`config.mk`:
```
export PLATFORM = sky130hd
export DESIGN_NAME = spi_target_flat
export DESIGN_NICKNAME = d
export VERILOG_FILES = /design/src/rtl/spi_target_if.sv /design/src/rtl/spi_target.sv /design/src/flat_wrapper.sv
export SDC_FILE = /design/constraint.sdc
export NUM_CORES = 1
export LEC_CHECK = 0
export CORE_ASPECT_RATIO = 1.4
export CORE_MARGIN = 3
export CORE_UTILIZATION = 25
export DETAILED_ROUTE_END_ITERATION = 7
export GPL_TIMING_DRIVEN = 0
export PLACE_DENSITY = 0.42
export RECOVER_POWER = 25
export SLEW_MARGIN = 0
export SYNTH_ARGS = -nofsm -noshare
export SYNTH_HDL_FRONTEND = slang
export SYNTH_SLANG_ARGS = --single-unit
```
`constraint.sdc`:
```
create_clock -name clk -period 4.18 [get_ports clk]
set_input_delay 1.254 -clock clk [delete_from_list [all_inputs] [get_ports clk]]
set_output_delay 1.254 -clock clk [all_outputs]
set_load 0.01 [all_outputs]
```
`src/rtl/spi_target_if.sv`:
```
// SPI pin bundle plus RX/TX FIFO strobes and status for spi_target.
// slave is the target's view; master is the initiator/FIFO side.
interface spi_target_if #(
  parameter int DATA = 8
);
  logic            scsn;
  logic            sclk;
  logic            mosi;
  logic            miso;
  logic            miso_oe;
  logic [DATA-1:0] wdata;
  logic            wr;
  logic            full;
  logic [DATA-1:0] rdata;
  logic            rd;
  logic            empty;
  logic            busy;
  logic [15:0]     bytecnt;
  logic            overrun;
  logic            underrun;
  logic            clr;

  modport slave (
    input  scsn, sclk, mosi, full, rdata, empty, clr,
    output miso, miso_oe, wdata, wr, rd, busy, bytecnt, overrun, underrun
  );

  modport master (
    output scsn, sclk, mosi, full, rdata, empty, clr,
    input  miso, miso_oe, wdata, wr, rd, busy, bytecnt, overrun, underrun
  );
endinterface

```
`src/rtl/spi_target.sv`:
```
// Mode-0 SPI target: oversamples scsn/sclk/mosi on clk, streams received words
// to an RX FIFO and transmits words popped from a TX FIFO, MSB first.
module spi_target #(
  parameter int              DATA  = 8,
  parameter logic [DATA-1:0] DUMMY = '0
) (
  input  logic        clk,
  input  logic        rst,
  spi_target_if.slave bus,
  output logic [1:0]  o_dbg_state
);

  localparam int BW = (DATA > 1) ? $clog2(DATA) : 1;

  typedef enum logic [1:0] {ST_IDLE, ST_LOAD, ST_SHIFT} state_t;

  state_t          r_state, w_state_nxt;
  logic [2:0]      r_cs_s, r_sck_s;
  logic [1:0]      r_mosi_s;
  logic [DATA-1:0] r_txreg, w_txreg_nxt;
  logic [DATA-1:0] r_rxreg, w_rxreg_nxt;
  logic [BW-1:0]   r_bitcnt, w_bitcnt_nxt;
  logic [DATA-1:0] r_wdata, w_wdata_nxt;
  logic            r_wr, w_wr_nxt;
  logic            w_rd;
  logic            r_busy, w_busy_nxt;
  logic [15:0]     r_bytecnt, w_bytecnt_nxt;
  logic            r_oe, w_oe_nxt;
  logic            r_miso;
  logic            r_overrun, r_underrun;
  logic            w_over_set, w_under_set;
  logic [DATA-1:0] w_word;
  logic            w_cs_fall, w_cs_rise, w_sck_rise, w_sck_fall, w_mosi;

  // Stage [1] is the synchronized value, stage [2] its one-cycle-old copy.
  always_ff @(posedge clk or posedge rst) begin
    if (rst) begin
      r_cs_s   <= 3'b111;
      r_sck_s  <= 3'b000;
      r_mosi_s <= 2'b00;
    end else begin
      r_cs_s   <= {r_cs_s[1:0], bus.scsn};
      r_sck_s  <= {r_sck_s[1:0], bus.sclk};
      r_mosi_s <= {r_mosi_s[0], bus.mosi};
    end
  end

  assign w_cs_fall  =  r_cs_s[2]  & ~r_cs_s[1];
  assign w_cs_rise  = ~r_cs_s[2]  &  r_cs_s[1];
  assign w_sck_rise = ~r_sck_s[2] &  r_sck_s[1];
  assign w_sck_fall =  r_sck_s[2] & ~r_sck_s[1];
  assign w_mosi     =  r_mosi_s[1];
  assign w_word     = {r_rxreg[DATA-2:0], w_mosi};

  // Handshake: wr and rd are single-cycle strobes with no back-pressure.
  // wr is only issued when full=0; rd pops the word presented on rdata in
  // the same cycle and is only issued when empty=0.
  always_comb begin
    w_state_nxt   = r_state;
    w_txreg_nxt   = r_txreg;
    w_rxreg_nxt   = r_rxreg;
    w_bitcnt_nxt  = r_bitcnt;
    w_wdata_nxt   = r_wdata;
    w_wr_nxt      = 1'b0;
    w_rd          = 1'b0;
    w_busy_nxt    = r_busy;
    w_bytecnt_nxt = r_bytecnt;
    w_oe_nxt      = r_oe;
    w_over_set    = 1'b0;
    w_under_set   = 1'b0;
    if (w_cs_rise) begin
      w_state_nxt = ST_IDLE;
      w_busy_nxt  = 1'b0;
      w_oe_nxt    = 1'b0;
    end else begin
      case (r_state)
        ST_IDLE: begin
          if (w_cs_fall) begin
            w_state_nxt   = ST_LOAD;
            w_busy_nxt    = 1'b1;
            w_bytecnt_nxt = '0;
            w_bitcnt_nxt  = '0;
            w_rxreg_nxt   = '0;
            w_oe_nxt      = 1'b1;
          end
        end
        ST_LOAD: begin
          if (!bus.empty) begin
            w_txreg_nxt = bus.rdata;
            w_rd        = 1'b1;
          end else begin
            w_txreg_nxt = DUMMY;
            w_under_set = 1'b1;
          end
          w_state_nxt = ST_SHIFT;
        end
        ST_SHIFT: begin
          if (w_sck_rise) begin
            w_rxreg_nxt = w_word;
            if (r_bitcnt == BW'(DATA - 1)) begin
              w_bitcnt_nxt = '0;
              if (!bus.full) begin
                w_wdata_nxt = w_word;
                w_wr_nxt    = 1'b1;
              end else begin
                w_over_set = 1'b1;
              end
              if (r_bytecnt != 16'hFFFF) w_bytecnt_nxt = r_bytecnt + 16'd1;
            end else begin
              w_bitcnt_nxt = r_bitcnt + BW'(1);
            end
          end else if (w_sck_fall) begin
            if (r_bitcnt != '0) w_txreg_nxt = {r_txreg[DATA-2:0], 1'b0};
            else                w_state_nxt = ST_LOAD;
          end
        end
        default: w_state_nxt = ST_IDLE;
      endcase
    end
  end

  // miso follows the next txreg MSB so a freshly loaded word is on the pin
  // one clk after the LOAD cycle, well inside the minimum sclk low phase.
  always_ff @(posedge clk or posedge rst) begin
    if (rst) begin
      r_state    <= ST_IDLE;
      r_txreg    <= '0;
      r_rxreg    <= '0;
      r_bitcnt   <= '0;
      r_wdata    <= '0;
      r_wr       <= 1'b0;
      r_busy     <= 1'b0;
      r_bytecnt  <= '0;
      r_oe       <= 1'b0;
      r_miso     <= 1'b0;
      r_overrun  <= 1'b0;
      r_underrun <= 1'b0;
    end else begin
      r_state    <= w_state_nxt;
      r_txreg    <= w_txreg_nxt;
      r_rxreg    <= w_rxreg_nxt;
      r_bitcnt   <= w_bitcnt_nxt;
      r_wdata    <= w_wdata_nxt;
      r_wr       <= w_wr_nxt;
      r_busy     <= w_busy_nxt;
      r_bytecnt  <= w_bytecnt_nxt;
      r_oe       <= w_oe_nxt;
      r_miso     <= w_oe_nxt & w_txreg_nxt[DATA-1];
      r_overrun  <= w_over_set  | (r_overrun  & ~bus.clr);
      r_underrun <= w_under_set | (r_underrun & ~bus.clr);
    end
  end

  assign bus.miso     = r_miso;
  assign bus.miso_oe  = r_oe;
  assign bus.wdata    = r_wdata;
  assign bus.wr       = r_wr;
  assign bus.rd       = w_rd;
  assign bus.busy     = r_busy;
  assign bus.bytecnt  = r_bytecnt;
  assign bus.overrun  = r_overrun;
  assign bus.underrun = r_underrun;
  assign o_dbg_state  = r_state;

endmodule

```
`src/flat_wrapper.sv`:
```
// flat-port wrapper written by rule: the top's interface ports become plain ports
module spi_target_flat 
#(
  parameter int              DATA  = 8,
  parameter logic [DATA-1:0] DUMMY = '0
)
  (clk, rst, o_dbg_state, bus_scsn, bus_sclk, bus_mosi, bus_full, bus_rdata, bus_empty, bus_clr, bus_miso, bus_miso_oe, bus_wdata, bus_wr, bus_rd, bus_busy, bus_bytecnt, bus_overrun, bus_underrun);
  spi_target_if #(.DATA(DATA)) bus_i ();
  input  logic clk;
  input  logic rst;
  output logic [1:0] o_dbg_state;
  input wire logic [$bits(bus_i.scsn)-1:0] bus_scsn;
  input wire logic [$bits(bus_i.sclk)-1:0] bus_sclk;
  input wire logic [$bits(bus_i.mosi)-1:0] bus_mosi;
  input wire logic [$bits(bus_i.full)-1:0] bus_full;
  input wire logic [$bits(bus_i.rdata)-1:0] bus_rdata;
  input wire logic [$bits(bus_i.empty)-1:0] bus_empty;
  input wire logic [$bits(bus_i.clr)-1:0] bus_clr;
  output wire logic [$bits(bus_i.miso)-1:0] bus_miso;
  output wire logic [$bits(bus_i.miso_oe)-1:0] bus_miso_oe;
  output wire logic [$bits(bus_i.wdata)-1:0] bus_wdata;
  output wire logic [$bits(bus_i.wr)-1:0] bus_wr;
  output wire logic [$bits(bus_i.rd)-1:0] bus_rd;
  output wire logic [$bits(bus_i.busy)-1:0] bus_busy;
  output wire logic [$bits(bus_i.bytecnt)-1:0] bus_bytecnt;
  output wire logic [$bits(bus_i.overrun)-1:0] bus_overrun;
  output wire logic [$bits(bus_i.underrun)-1:0] bus_underrun;
  assign bus_i.scsn = bus_scsn;
  assign bus_i.sclk = bus_sclk;
  assign bus_i.mosi = bus_mosi;
  assign bus_i.full = bus_full;
  assign bus_i.rdata = bus_rdata;
  assign bus_i.empty = bus_empty;
  assign bus_i.clr = bus_clr;
  assign bus_miso = bus_i.miso;
  assign bus_miso_oe = bus_i.miso_oe;
  assign bus_wdata = bus_i.wdata;
  assign bus_wr = bus_i.wr;
  assign bus_rd = bus_i.rd;
  assign bus_busy = bus_i.busy;
  assign bus_bytecnt = bus_i.bytecnt;
  assign bus_overrun = bus_i.overrun;
  assign bus_underrun = bus_i.underrun;
  spi_target #(.DATA(DATA), .DUMMY(DUMMY)) u_core (.clk(clk), .rst(rst), .bus(bus_i), .o_dbg_state(o_dbg_state));
endmodule
```
==> flow_summary.yaml <==
sta:
  setup_violations: 0
  finalCriticalPeriod_ns: 3.95
  fin_skew_ns: 0.00849
  rsz0062_at_grt: "no"
  slew_headroom_pct: 29.5
  hold_viol_final: 0
  clock.fmax_mhz: 253
  worst_pin_slew_ns: 1.06
  final_max_slew_viol_count: 0
  finalSetupTns_ns: 0
  finalCritPeriodShare_pct: 94.6
placement:
  place_hpwl_um: 4830
  dp.cells: 446
  place.gp.congestion: 0.702
  io_buffers: 48
final_layout:
  multiInputGateArea_mm2: 0.00123
  seqCellArea_mm2: 0.00146
  area_growth_pct: 35.4
  fillers: 1150
  final_util_pct: 34.9
  drive_above_1_share_pct: 16.2
  final_cells: 462
  nets: 342
  num_antenna_cells: 0
worst_hold_path:
  min_path_cells: 0
  holdCritPathClass: "register to register"
  min_from: "u_core.r_mosi_s[0]"
  holdPathEnd: "u_core.r_mosi_s[1]"
worst_setup_path:
  critPathSlowestCell: "clkdlybuf4s50_1"
  endpoint_kind: "primary output"
  worstReg2RegStart: "u_core.o_dbg_state[0]"
  crit_type: "input port to primary output"
  cp.required_ns: 2.93
  r2r_cells: 7
  r2r-end: "u_core.bus.bytecnt[6]"
  critical_path.max_stage_delay_ns: 0.55
  crit_family: "buffers and inverters"
  cp.arrival_ns: 2.70
  path_cells: "clkdlybuf4s50_1 -> nor2b_1 -> clkbuf_2 -> nor2b_1 -> clkdlybuf4s50_1"
  cp-start-kind: "input port"
  path_buf_inv: 3
  rrSetupSlack_ns: 2.04
  path_max_fanout: 9
pwr:
  power_density_mw_per_mm2: 471
  leakagePower_nw: 1.64
  vdd_drop_max_uv: 219
synth:
  synth_top_area_share_pct: 48.9
  async_flop_share_pct: 100
  synth_cells: 256
  synthTopCellsByArea: "dfrtp_1 49%, mux2_2 6.0%, ha_1 4.4%"
  synth_compound_area_share_pct: 13.3
  synth_edf_count: 0
  synth_xor_area_share_pct: 0
  netlist_area_mm2: 0.00281
  synth_top_area_cell: "dfrtp_1"
  yosys-top-cells-count: "55 x dfrtp_1, 17 x nand2_1, 16 x a21oi_1"
  synth_top_family_by_area: "simple AND/OR/NAND/NOR gates"
  syn-num-nets: 282
  synth.distinct_cells: 43
  synthMuxAreaShare_pct: 7.96
  yosysSeqAreaShare_pct: 51.7
  synth_fa_ha_area_share_pct: 4.45
  ys.flop_type: "dfrtp_1"
  synth_most_common_cell: "dfrtp_1"
  syn_avg_cell_area_um2: 11.0
  ys_seq_elements: 58
  synth-simple-area-share_pct: 18.2
  synth_warnings: 0
detailed_routing:
  dr.pass1.iters: 4
  wl_per_cell_um: 14.5
  vias: 2153
  viasPerCell: 4.66
  drtAntennaViolNets: 0
  drt_iter0_drc: 75
  wl_um: 6700
  drc: 0
floorplanning:
  num_rows: 45
  start_util_pct: 25.8
  io_pins: 49
  core_area_mm2: 0.0109
  die_h_um: 132
  die_area_mm2: 0.0126
  die_w_um: 95.7
clock_tree:
  cts_tree: "built"
  ctsResizeCount: 0
  hold_buffers: 0
  cts_buffers: 9
  clockBufferDepth: 2
  htree_levels: 3
  postCtsSetupBuffers: 0
  root_buffer: "clkbuf_16"
  clk_pin_slew_ns: 0.05
  clk_latency_ns: 0.33
  cts.sinks: 58
job:
  maxCapViolCount: 0
global_routing:
  grt_max_degree: 34
  grt.total_usage_pct: 11.8
  grt_overflow: 0
  grt_pass1_vias: 2282
  grt_pass1_wl_um: 11600
  antenna_found_initial: 0
run_status:
  status: "finished clean"
worst register-to-register path, delay by kind of cell (launching register included):
kind | cells | cell delay (ns)
buffers and inverters | 4 | 1.01
flip-flops | 1 | 0.43
AND/OR/NAND/NOR | 1 | 0.28
adder cells (fa/ha/maj) | 1 | 0.19
AO/OA/AOI/OAI | 1 | 0.09
per-stage QoR:
stage	hold slack (ns)	power [mW]	setup slack [ns]	cell area, µm²
6_report	0.347	1.79	0.227	3810
5_1_grt	0.357	1.91	0.0913	3810
4_1_cts	0.352	1.84	0.0556	3810
3_5_place_dp	0.340	1.03	0.0761	3490
3_3_place_gp	0.335	1.03	0.0801	3470
2_1_floorplan	0.331	0.890	1.11	2810
worst max-delay path by stage:
stage	endpoint	depth (start not counted)	from
floorplan	bus_rd	3	bus_empty
global placement	bus_rd	5	bus_empty
detailed placement	bus_rd	5	bus_empty
CTS	bus_rd	5	bus_empty
global route	bus_rd	5	bus_empty
finish	bus_rd	5	bus_empty
area by class of cell:
type	instances	share of cell area [%]
sequential	58	38.2
multi-input combinational	170	32.4
timing repair buffer	49	13.1
clock buffer	9	5.91
tap	141	4.63
clock inverter	7	2.46
buffer	13	1.81
inverter	15	1.48
state kept, by name, summed over array words and instances (netlist names):
| register | count |
|---|---|
| u_core.bus.miso_oe | 1 |
| u_core.bus.wr | 1 |
| u_core.bus.busy | 1 |
| u_core.bus.overrun | 1 |
| u_core.r_bitcnt | 3 |
| u_core.r_mosi_s | 2 |
| u_core.bus.miso | 1 |
| u_core.bus.wdata | 8 |
| u_core.r_cs_s | 3 |
| u_core.bus.underrun | 1 |
| u_core.bus.bytecnt | 16 |
| u_core.r_txreg | 8 |
| u_core.r_rxreg | 7 |
| u_core.r_sck_s | 3 |
| u_core.o_dbg_state | 2 |
logic make-up (layout without fill, tap and decap cells):
kind of cell,Yosys count,count (layout)
compound gates,55,55
fa+ha+maj,10,10
buf+inv,28,93
flops,58,58
mux,20,20
simple gates,85,85
placed cells by master (no fill, tap or decap), types with 9 or more instances in the layout:
cell type and instances:
dfrtp_1 55, clkdlybuf4s50_1 44, nand2_1 17, a21oi_1 16, inv_1 15, mux2_2 15
nand4_1 11, o31ai_1 10, ha_1 10, clkbuf_16 9
power breakdown:
group          internal [mW]  switching (mW)
Clock                  0.520           0.260
Sequential             0.615          0.0370
Combinational          0.171           0.191
per-layer routing:
metal  vias to the layer above  wire, µm  GRT usage [%]
met5                         -         0              0
met3                         8       270           3.38
met2                        42      3320           18.4
met1                      1046      2990           15.0
met4                         0       123           4.83
li1                       1057         -              -
Power figures use the tool's default switching activity.
